$ cat src/rtl/apb_uart_tx_pkg.sv
// rtl/apb_uart_tx_pkg.sv - register map, LSR bit positions and TX FSM states for apb_uart_tx_lite
package apb_uart_tx_pkg;

    localparam logic [2:0] REG_THR_DLL = 3'd0;
    localparam logic [2:0] REG_IER_DLM = 3'd1;
    localparam logic [2:0] REG_LCR     = 3'd3;
    localparam logic [2:0] REG_LSR     = 3'd5;

    localparam int LSR_THRE = 5;
    localparam int LSR_TEMT = 6;
    localparam int LCR_DLAB = 7;

    typedef enum logic [1:0] {
        IDLE  = 2'd0,
        START = 2'd1,
        DATA  = 2'd2,
        STOP  = 2'd3
    } tx_state_e;

endpackage

$ cat src/rtl/uart_tx_fifo.sv
// rtl/uart_tx_fifo.sv - synchronous byte FIFO, extra pointer MSB distinguishes full from empty
module uart_tx_fifo #(
    parameter int Depth = 8
) (
    input  logic       clk_i,
    input  logic       rst_ni,
    input  logic       push_i,
    input  logic [7:0] wdata_i,
    input  logic       pop_i,
    output logic [7:0] rdata_o,
    output logic       full_o,
    output logic       empty_o
);
    localparam int AW = $clog2(Depth);

    logic [AW:0] wptr_q, wptr_d, rptr_q, rptr_d;
    logic [7:0]  mem_q [Depth];
    logic        push_ok, pop_ok;

    // A push into a full FIFO is legal when the head is leaving in the same cycle.
    assign push_ok = push_i & (~full_o | pop_i);
    assign pop_ok  = pop_i & ~empty_o;

    assign full_o  = (wptr_q[AW] != rptr_q[AW]) && (wptr_q[AW-1:0] == rptr_q[AW-1:0]);
    assign empty_o = (wptr_q == rptr_q);
    assign rdata_o = mem_q[rptr_q[AW-1:0]];

    always_comb begin
        wptr_d = wptr_q;
        rptr_d = rptr_q;
        if (push_ok) wptr_d = wptr_q + {{AW{1'b0}}, 1'b1};
        if (pop_ok)  rptr_d = rptr_q + {{AW{1'b0}}, 1'b1};
    end

    always_ff @(posedge clk_i) begin
        if (!rst_ni) begin
            wptr_q <= '0;
            rptr_q <= '0;
        end else begin
            wptr_q <= wptr_d;
            rptr_q <= rptr_d;
        end
    end

    always_ff @(posedge clk_i) begin
        if (push_ok) mem_q[wptr_q[AW-1:0]] <= wdata_i;
    end

endmodule

$ cat src/rtl/apb_uart_tx_lite.sv
// rtl/apb_uart_tx_lite.sv - APB3 transmit-only 16550-subset UART, 8N1; APB_UART_TX_SIM_PRINT_EN echoes THR bytes to the console
module apb_uart_tx_lite #(
    parameter int          FifoDepth  = 8,
    parameter logic [15:0] DefaultDiv = 16'd434
) (
    input  logic        clk_i,
    input  logic        rst_ni,
    input  logic        psel_i,
    input  logic        penable_i,
    input  logic        pwrite_i,
    input  logic [31:0] paddr_i,
    input  logic [31:0] pwdata_i,
    output logic [31:0] prdata_o,
    output logic        pready_o,
    output logic        pslverr_o,
    output logic        tx_o,
    output logic        irq_o
);
    import apb_uart_tx_pkg::*;

    logic [7:0]  dll_q, dll_d, dlm_q, dlm_d, lcr_q, lcr_d;
    logic [1:0]  ier_q, ier_d;
    logic        irq_q, irq_d, tx_q, tx_d;
    tx_state_e   state_q, state_d;
    logic [15:0] bit_cnt_q, bit_cnt_d;
    logic [2:0]  data_cnt_q, data_cnt_d;
    logic [7:0]  shreg_q, shreg_d;

    logic        fifo_push, fifo_pop, fifo_full, fifo_empty;
    logic [7:0]  fifo_rdata;
    logic        access, commit, thr_sel;
    logic [2:0]  reg_off;
    logic [15:0] div, reload;
    logic [7:0]  rdata;
    logic        unused_bits;

    assign unused_bits = ^{paddr_i[31:5], paddr_i[1:0], pwdata_i[31:8]};

    assign reg_off   = paddr_i[4:2];
    assign access    = psel_i & penable_i;
    assign thr_sel   = (reg_off == REG_THR_DLL) & ~lcr_q[LCR_DLAB];
    assign pready_o  = ~(rst_ni & access & pwrite_i & thr_sel & fifo_full & ~fifo_pop);
    assign commit    = rst_ni & access & pwrite_i & pready_o;
    assign fifo_push = commit & thr_sel;
    assign pslverr_o = 1'b0;
    assign div       = {dlm_q, dll_q};
    assign reload    = (div == 16'd0) ? 16'd0 : div - 16'd1;

    uart_tx_fifo #(.Depth(FifoDepth)) u_fifo (
        .clk_i   (clk_i),
        .rst_ni  (rst_ni),
        .push_i  (fifo_push),
        .wdata_i (pwdata_i[7:0]),
        .pop_i   (fifo_pop),
        .rdata_o (fifo_rdata),
        .full_o  (fifo_full),
        .empty_o (fifo_empty)
    );

    always_comb begin
        dll_d = dll_q;
        dlm_d = dlm_q;
        ier_d = ier_q;
        lcr_d = lcr_q;
        if (commit) begin
            case (reg_off)
                REG_THR_DLL: if (lcr_q[LCR_DLAB]) dll_d = pwdata_i[7:0];
                REG_IER_DLM: if (lcr_q[LCR_DLAB]) dlm_d = pwdata_i[7:0];
                             else                 ier_d = pwdata_i[1:0];
                REG_LCR:     lcr_d = pwdata_i[7:0];
                default: ;
            endcase
        end
    end

    always_comb begin
        rdata = 8'd0;
        case (reg_off)
            REG_THR_DLL: if (lcr_q[LCR_DLAB]) rdata = dll_q;
            REG_IER_DLM: rdata = lcr_q[LCR_DLAB] ? dlm_q : {6'd0, ier_q};
            REG_LCR:     rdata = lcr_q;
            REG_LSR: begin
                rdata[LSR_THRE] = fifo_empty;
                rdata[LSR_TEMT] = fifo_empty & (state_q == IDLE);
            end
            default: ;
        endcase
    end

    assign prdata_o = (rst_ni & access & ~pwrite_i) ? {24'd0, rdata} : 32'd0;

    // Every state lasts reload+1 cycles; a divisor change is seen at the next reload.
    always_comb begin
        state_d    = state_q;
        bit_cnt_d  = bit_cnt_q;
        data_cnt_d = data_cnt_q;
        shreg_d    = shreg_q;
        tx_d       = tx_q;
        fifo_pop   = 1'b0;
        case (state_q)
            IDLE: begin
                tx_d = 1'b1;
                if (!fifo_empty) begin
                    fifo_pop  = 1'b1;
                    state_d   = START;
                    bit_cnt_d = reload;
                    shreg_d   = fifo_rdata;
                    tx_d      = 1'b0;
                end
            end
            START: begin
                if (bit_cnt_q == 16'd0) begin
                    state_d    = DATA;
                    bit_cnt_d  = reload;
                    data_cnt_d = 3'd0;
                    tx_d       = shreg_q[0];
                end else begin
                    bit_cnt_d = bit_cnt_q - 16'd1;
                end
            end
            DATA: begin
                if (bit_cnt_q == 16'd0) begin
                    bit_cnt_d = reload;
                    if (data_cnt_q == 3'd7) begin
                        state_d = STOP;
                        tx_d    = 1'b1;
                    end else begin
                        data_cnt_d = data_cnt_q + 3'd1;
                        shreg_d    = {1'b0, shreg_q[7:1]};
                        tx_d       = shreg_q[1];
                    end
                end else begin
                    bit_cnt_d = bit_cnt_q - 16'd1;
                end
            end
            STOP: begin
                if (bit_cnt_q == 16'd0) begin
                    if (!fifo_empty) begin
                        fifo_pop  = 1'b1;
                        state_d   = START;
                        bit_cnt_d = reload;
                        shreg_d   = fifo_rdata;
                        tx_d      = 1'b0;
                    end else begin
                        state_d = IDLE;
                        tx_d    = 1'b1;
                    end
                end else begin
                    bit_cnt_d = bit_cnt_q - 16'd1;
                end
            end
            default: state_d = IDLE;
        endcase
    end

    assign irq_d = ier_q[1] & fifo_empty;

    always_ff @(posedge clk_i) begin
        if (!rst_ni) begin
            dll_q      <= DefaultDiv[7:0];
            dlm_q      <= DefaultDiv[15:8];
            ier_q      <= 2'd0;
            lcr_q      <= 8'd0;
            irq_q      <= 1'b0;
            tx_q       <= 1'b1;
            state_q    <= IDLE;
            bit_cnt_q  <= 16'd0;
            data_cnt_q <= 3'd0;
            shreg_q    <= 8'd0;
        end else begin
            dll_q      <= dll_d;
            dlm_q      <= dlm_d;
            ier_q      <= ier_d;
            lcr_q      <= lcr_d;
            irq_q      <= irq_d;
            tx_q       <= tx_d;
            state_q    <= state_d;
            bit_cnt_q  <= bit_cnt_d;
            data_cnt_q <= data_cnt_d;
            shreg_q    <= shreg_d;
        end
    end

    assign tx_o  = tx_q;
    assign irq_o = irq_q;

`ifdef APB_UART_TX_SIM_PRINT_EN
    always @(posedge clk_i) begin
        if (fifo_push) begin
            $write("%c", pwdata_i[7:0]);
        end
    end
`endif

endmodule

$ cat config.mk
export PLATFORM = sky130hd
export DESIGN_NAME = apb_uart_tx_lite
export DESIGN_NICKNAME = d
export VERILOG_FILES = /design/src/rtl/apb_uart_tx_pkg.sv /design/src/rtl/uart_tx_fifo.sv /design/src/rtl/apb_uart_tx_lite.sv
export SDC_FILE = /design/constraint.sdc
export NUM_CORES = 1
export LEC_CHECK = 0
export BUFFER_PORTS_ARGS = -buffer_cell sky130_fd_sc_hd__buf_2
export CELL_PAD_IN_SITES_DETAIL_PLACEMENT = 0
export CELL_PAD_IN_SITES_GLOBAL_PLACEMENT = 1
export CORE_MARGIN = 2
export CORE_UTILIZATION = 25
export DETAILED_ROUTE_END_ITERATION = 8
export PLACE_DENSITY_LB_ADDON = 0.12
export SYNTH_ARGS = -nofsm -noshare
export SYNTH_HDL_FRONTEND = slang
export SYNTH_SLANG_ARGS = --single-unit
$ cat constraint.sdc
create_clock -name clk_i -period 7.6 [get_ports clk_i]
set_input_delay 1.52 -clock clk_i [delete_from_list [all_inputs] [get_ports clk_i]]
set_output_delay 1.52 -clock clk_i [all_outputs]
set_load 0.01 [all_outputs]
==> run metrics, run 1 <==
Critical Path Max Stage Delay=0.52 ns; number of setup violations in the final report=0; Critical Path AT=3.43 ns; Critical Path Start Type=input pin; Syn-to-layout area delta=16.0%; Post-CTS Setup Inserts=0; Worst Tran Pin Value=1.04 ns; Cell Pwr Density=301 nW/um2; final worst path period share=65.2%; crit path kind=input pin to primary output; CTS buffer count=17; Final Worst Setup Slack=2.65 ns; top_reg_cell synth=dfxtp_1; reg-to-reg startpoint=bit_cnt_q[0]; Synth area leader=edfxtp_1; Initial DRT Pass Iterations=6; status=finished with violations; CTS Hold Bufs=0; Ant. Diodes=0; top cells by area, synth=edfxtp_1 (29%), dfxtp_1 (20%), mux2i_1 (6.3%); CTS Buffer Depth=2; Synth cell types=67; met1 Track Usage GR=17.2%; number of DRC markers in iteration 0=249; FF-to-FF End=u_fifo.mem_q[3][7]; gr ovfl total=0; detailed-route via count=4766; Routed WL per cell=18.8 um; gr usage total=13.7%; Post-CTS Resized=0; DIE HEIGHT=167 um; dpl ws=2.59 ns; CTS root buf=clkbuf_16; Commonest cells post-synth=nor2_1 (81), dfxtp_1 (68), edfxtp_1 (64); drt drc=3; CP Data Required Time=6.08 ns; clk slew on worst S/H paths=0.06 ns; worst hold stages=1; row count=59; Relative slew margins=30.3%; Fillers=2751; Core Box Area=26100 um2; synth warn=0; Initial Utilization=25.6%; Total Power=2.33 mW; met2 Resource Use GR=24.2%; Die ar.=28100 um2; violated checks=DRC; # nets final=730; Hold Vio Cnt, Final=0; most used cell, CP=buf_2; clock skew=0.0185 ns; GPL Wtd Cong=0.768; vias in the first global route=4812; fin. max-slew vios=0; Max VDD drop=0.000178 V; Leak=2.72 nW; antenna viol nets, final=0; Syn Inst Count=630; setup TNS=0 ns; multi-input logic area=3170 um2; H-tree Lvls=4; Worst Setup End Kind=primary output; ratio of cells with drive above 1 in the final layout=15.7%; syn_area_per_cell=10.6 um2; busiest layer in global routing=met2; met3 usage=2.55%; worst min-delay path category=flop to flop; CP max stage cell=or3b_2; Worst Hold End=shreg_q[4]; FF-to-FF path depth=8; Clock Sinks=132; dpl hpwl=13.0 mm; Clock Latency Late Sink=0.43 ns; Ports=105; CTS tree=done; sequential-to-total area share from yosys stat=49.1%; Sequential cell area=3280 um2; die width=167 um; largest net degree at the start of global routing=43; Async S/R FF share, synth=0%; initial antenna violation count=0; RSZ-0062 raised after global routing=false; number of enable flip-flop cells after synthesis=64; first-pass GRT wire length=29.0 mm; reg2reg setup slack=3.73 ns; port buffer count=26; mapped cell area=6680 um2; CP Launch Point=rst_ni; #FFs+latches synth=132; crit-path max FO=5; count leader, synth=nor2_1; total wire length=18.7 mm; worst path cell trace=buf_2 > nand3_2 > or3b_1 > or4_4 > or3b_2 > buf_2; Worst Min Path Start=shreg_q[4]; DR vias/cell=4.78; MaxCap Viol Count=0; share of the synthesized area in the top cell type=28.8%; Tmin final=4.95 ns; final hold slack=0.468 ns; f_max=202 MHz
-- layout make-up --
class,count,area share [%]
flip-flops and latches,132,42.4
clock buffers,17,5.49
multi-input cells,449,40.9
clock inverters,15,2.71
repair buffers,33,2.36
well taps,335,5.41
inverters,16,0.775
-- how the worst max path moves through the flow --
| stage | end | slack (ns) | cells after the start |
|---|---|---|---|
| 3_3_place_gp | pready_o | 2.58 | 6 |
| 6_report | pready_o | 2.65 | 6 |
| 3_5_place_dp | pready_o | 2.59 | 6 |
| 2_1_floorplan | pready_o | 3.04 | 5 |
| 4_1_cts | pready_o | 2.58 | 6 |
| 5_1_grt | pready_o | 2.58 | 6 |
-- cells by family after synthesis --
logic type / after synthesis / synth area share [%]
DFF: 132 / 49.1
AOI/OAI and AO/OA: 115 / 11.6
adders and majority gates: 12 / 2.25
xor gates and xnor gates: 24 / 3.15
muxes: 63 / 12.5
other: 1 / 0.0561
buffers and inverters: 73 / 5.52
and+or+nand+nor: 210 / 15.8
-- power by group --
part	leakage (nW)	total, mW	switching (mW)	internal [mW]
Sequential	1.12	0.810	0.0359	0.774
Clock	0.308	0.866	0.385	0.480
Combinational	1.29	0.659	0.430	0.229
Total	2.72	2.33	0.851	1.48
-- critical path: cells and delay by family --
family,cells,cell delay (ns)
buffers and inverters,2,0.30
AND/OR/NAND/NOR,4,1.59
-- state kept, by name (all words and copies together), names as in the netlist, named ones only --
signal and flops:
u_fifo.mem_q 64, bit_cnt_q 16, dll_q 8, dlm_q 8, lcr_q 8, shreg_q 8, u_fifo.rptr_q 4, u_fifo.wptr_q 4
data_cnt_q 3, ier_q 2, state_q 2, irq_o 1, tx_o 1
-- through the flow --
| stage | cells | utilization, % | instance area (um2) |
|---|---|---|---|
| final | 997 | 29.7 | 7750 |
| after global routing | 997 | 29.7 | 7750 |
| after CTS | 997 | 29.7 | 7750 |
| after detailed placement | 965 | 27.2 | 7110 |
| after global placement | 965 | 27.2 | 7110 |
| after floorplan | 654 | - | 6770 |
-- cell usage in the layout (no fill, tap or decap), types with 4 or more instances in the layout --
cell type and count:
a22o_1 6, ha_1 12, mux2_2 5, a21oi_1 30, and3_1 4, clkinv_8 6, mux4_2 16, buf_2 26
conb_1 25, edfxtp_1 64, xnor2_1 17, nor2_1 81, nand3_1 18, inv_1 16, o32ai_1 5, o21ai_0 25
inv_8 5, o2bb2ai_1 8, nor3_1 18, buf_4 7, mux2i_1 42, clkbuf_16 17, or3_1 5, dfxtp_1 68
xor2_1 7, and2_1 4, nor4_1 6, nand2_1 35, a31oi_1 5
-- layer usage --
metal | wire, um | up-vias | share of wire, %
met5 | 0 | - | 0
met4 | 299 | 0 | 1.6
met3 | 470 | 19 | 2.5
met2 | 9470 | 67 | 51
met1 | 8490 | 2353 | 45
li1 | - | 2327 | -
Note: power is estimated with default switching activity, not from simulation.
==> run 2: changes to the inputs <==
- ABC_AREA: not set -> 1
- clock period: 7.6 -> 4.3 ns (I/O delays scaled with it)
==> run metrics, run 2 <==
crit-path max FO=5; fin cells=1383; Die ar.=30700 um2; Sequential cell area=3280 um2; gr ovfl total=0; Syn Inst Count=957; Finished Cell Area=8410 um2; Total Power=4.58 mW; Tmin final=3.36 ns; detailed-route via count=6207; CTS buffer count=17; Clock Sinks=132; CP Data Required Time=3.44 ns; Syn-to-layout area delta=14.9%; gr usage total=15.7%; MaxCap Viol Count=0; GPL Wtd Cong=0.768; Critical Path Start Type=input pin; top_reg_cell synth=dfxtp_1; mapped cell area=7320 um2; top cells by area, synth=edfxtp_1 (26%), dfxtp_1 (19%), nand2_1 (11%); # nets final=1067; Initial Utilization=25.4%; CTS tree=done; Relative slew margins=46.7%; setup TNS=0 ns; placed cell area=7780 um2; initial antenna violation count=0; CTS Hold Bufs=0; Core Box Area=28800 um2; die width=175 um; CP max stage cell=nor2_1; antenna viol nets, final=0; Ant. Diodes=0; Initial DRT Pass Iterations=5; largest net degree at the start of global routing=49; multi-input logic area=3420 um2; Commonest cells post-synth=nand2_1 (216), nor2_1 (141), inv_1 (87); Clock Latency Late Sink=0.43 ns; worst path cell trace=buf_2 > nand3_1 > nor2_1 > o21ai_0 > nor2_1 > nand3_1 > o221ai_1 > buf_2; fin. max-slew vios=0; Max VDD drop=0.000186 V; sequential-to-total area share from yosys stat=44.8%; number of enable flip-flop cells after synthesis=64; Largest register FFs=64; syn_area_per_cell=7.65 um2; worst min-delay path category=flop to flop; utilization after layout=29.2%; Post-CTS Setup Inserts=0; CTS Buffer Depth=2; clock skew=0.0211 ns; Synth area leader=edfxtp_1; number of DRC markers in iteration 0=362; most common cell after layout, fill and taps aside=nand2_1; Critical Path Max Stage Delay=0.41 ns; drt drc=0; Worst Setup End Kind=primary output; row count=62; DR vias/cell=4.49; synth warn=0; Fillers=3161; ratio of cells with drive above 1 in the final layout=10.6%; dpl hpwl=16.2 mm; Ports=105; Synth cell types=40; DIE HEIGHT=175 um; Async S/R FF share, synth=0%; CTS root buf=clkbuf_16; total wire length=23.2 mm; vias in the first global route=6081; clk slew on worst S/H paths=0.06 ns; count leader, synth=nand2_1; f_max=297 MHz; status=completed; Worst Tran Pin Value=0.798 ns; Post-CTS Resized=0; H-tree Lvls=4; port buffer count=26; first-pass GRT wire length=36.3 mm; Cell Count Post-Placement=1351; Routed WL per cell=16.8 um; final worst path period share=78.2%; Leak=3.54 nW; crit path kind=input pin to primary output; RSZ-0062 raised after global routing=false; #FFs+latches synth=132; Critical Path AT=2.50 ns; Cell Pwr Density=544 nW/um2; Hold Vio Cnt, Final=0; number of setup violations in the final report=0; share of the synthesized area in the top cell type=26.3%; commonest non-fill, non-tap cells in the layout=nand2_1 (216), nor2_1 (141), inv_1 (87), nand3_1 (81), o21ai_0 (78)
## run 2: changes by cell type after synthesis, sizes merged, moves of 11 or more
cell and change:
a21oi +11, inv +75, mux2i -42, mux4 -16
nand2 +189, nand3 +64, nand4 +11, nor2 +71
o21ai +54, o22ai +12, xnor2 -12
## run 2: worst paths after layout
check / startpoint / end / slack [ns] / cells past startpoint
worst min register to register: data_cnt_q[1] / data_cnt_q[1] / 0.47 / 2
worst max-delay path: rst_ni / prdata_o[0] / 0.94 / 8
worst max register to register: state_q[0] / u_fifo.mem_q[4][3] / 1.75 / 10
worst min-delay path: data_cnt_q[1] / data_cnt_q[1] / 0.47 / 2
## run 2: kinds of logic (layout without fill, tap and decap cells)
family	count (synthesis)	count (layout)	share of synthesized area, %
AO/OA/AOI/OAI	154	154	11.5
XOR/XNOR	18	18	2.15
adder cells (fa/ha/maj)	12	12	2.05
buffers and inverters	149	167	9.71
flip-flops	132	132	44.8
other	1	25	0.0512
AND/OR/NAND/NOR	491	491	29.7
## run 2: where the power goes
part           total (mW)  internal, mW  switching [mW]
combinational        1.51         0.475            1.03
clock                1.58         0.896           0.681
sequential           1.49          1.40          0.0875
## run 2: layout make-up
cell class / count / share of cell area [%]
clock buffer: 17 / 5.06
clock inverter: 15 / 2.43
inverter: 93 / 4.15
multi-input combinational: 700 / 40.6
sequential: 132 / 39.0
tap: 384 / 5.71
timing repair buffer: 42 / 2.98
## run 2: per-stage QoR
stage	setup WS [ns]	hold WS (ns)
after floorplan	1.55	0.439
after global placement	0.954	0.459
after detailed placement	0.947	0.461
after CTS	0.936	0.471
after global routing	0.827	0.495
final	0.937	0.470
## run 2: critical path: cells and delay by family
family,cells,cell delay (ns)
AOI/OAI and AO/OA,2,0.33
buffers and inverters,2,0.26
and+or+nand+nor,4,1.05
## run 2: routing by layer
layer / up-vias / routed length (um) / global-route usage, %
li1: 3184 / - / -
met1: 2899 / 11100 / 21.4
met2: 107 / 11200 / 26.1
met3: 17 / 678 / 2.46
met4: 0 / 262 / 3.65
met5: - / 0 / 0
==> run 3: changes to the inputs <==
- clock period: 4.3 -> 3.4 ns (I/O delays scaled with it)
==> run metrics, run 3 (same netlist as run 2, synthesis figures left out) <==
status=completed; row count=62; Initial DRT Pass Iterations=4; GPL Wtd Cong=0.771; Post-CTS Resized=0; number of setup violations in the final report=0; Core Box Area=28800 um2; antenna viol nets, final=0; final worst path period share=87.8%; Worst Tran Pin Value=0.694 ns; Routed WL per cell=16.7 um; Relative slew margins=53.6%; most common cell after layout, fill and taps aside=nand2_1; setup TNS=0 ns; MaxCap Viol Count=0; die width=175 um; DR vias/cell=4.46; clk slew on worst S/H paths=0.06 ns; Ant. Diodes=0; CTS buffer count=17; f_max=335 MHz; crit path kind=input pin to primary output; drt drc=0; CTS root buf=clkbuf_16; placed cell area=7850 um2; Ports=105; Final Worst Setup Slack=0.415 ns; Largest register FFs=64; initial antenna violation count=0; DIE HEIGHT=175 um; largest net degree at the start of global routing=49; dpl ws=0.423 ns; Die ar.=30700 um2; total wire length=23.2 mm; Clock Latency Late Sink=0.43 ns; clock skew=0.0161 ns; # nets final=1074; crit-path max FO=5; RSZ-0062 raised after global routing=false; Post-CTS Setup Inserts=0; CTS Buffer Depth=2; Leak=3.59 nW; Finished Cell Area=8500 um2; detailed-route via count=6198; CP Data Required Time=2.72 ns; Initial Utilization=25.4%; Worst Setup End Kind=primary output; number of DRC markers in iteration 0=371; vias in the first global route=6223; CTS Hold Bufs=0; gr usage total=15.7%; first-pass GRT wire length=36.4 mm; Hold Vio Cnt, Final=0; Critical Path AT=2.30 ns; Clock Sinks=132; dpl hpwl=16.4 mm; H-tree Lvls=4; Cell Pwr Density=694 nW/um2; gr ovfl total=0; Syn-to-layout area delta=16.2%; Tmin final=2.98 ns; fin. max-slew vios=0; Max VDD drop=0.000306 V; commonest non-fill, non-tap cells in the layout=nand2_1 (216), nor2_1 (141), inv_1 (87), nand3_1 (81), o21ai_0 (78); ratio of cells with drive above 1 in the final layout=11.2%; Critical Path Start Type=input pin; CTS tree=done; port buffer count=26; worst min-delay path category=flop to flop
-- run 3: layout make-up --
cell class,count,area [um2]
Multi-Input combinational cell,700,3420
Tap cell,384,480
Clock buffer,17,425
Fill cell,3158,20300
Sequential cell,132,3280
Clock inverter,15,233
Timing Repair Buffer,49,315
Inverter,93,349
-- run 3: layer usage --
metal / share of wire (%) / GRT usage (%)
met5: 0 / 0
met3: 1.7 / 1.87
met2: 49 / 27.3
met4: 0.91 / 3.96
met1: 48 / 20.5
-- run 3: critical path, cell delays in order --
cell,delay [ns]
buf_2,0.09
nand3_1,0.21
nor2_1,0.38
o21ai_0,0.26
nor2_1,0.30
nand3_1,0.12
o221ai_1,0.10
buf_2,0.17
-- run 3: report_power, final --
| part | internal, mW | total (mW) | switching (mW) |
|---|---|---|---|
| logic | 0.633 | 1.94 | 1.30 |
| registers | 1.78 | 1.89 | 0.115 |
| clock network | 1.21 | 2.08 | 0.866 |
-- run 3: per-stage QoR --
step | total power [mW] | utilization [%] | std cells | hold slack, ns
final | 5.90 | 29.5 | 1390 | 0.460
after global routing | 6.30 | 29.5 | 1390 | 0.492
after CTS | 6.01 | 29.5 | 1390 | 0.465
after detailed placement | 3.89 | 27.3 | 1358 | 0.455
after global placement | 3.92 | 27.3 | 1358 | 0.457
after floorplan | 3.35 | - | 981 | 0.439
-- run 3: path summary, 6_finish.rpt --
check,startpoint,to,slack (ns),depth (start not counted)
max,rst_ni,prdata_o[0],0.42,8
min,lcr_q[6],lcr_q[6],0.46,2
max reg2reg,bit_cnt_q[0],u_fifo.mem_q[0][1],0.94,13
min reg2reg,lcr_q[6],lcr_q[6],0.46,2
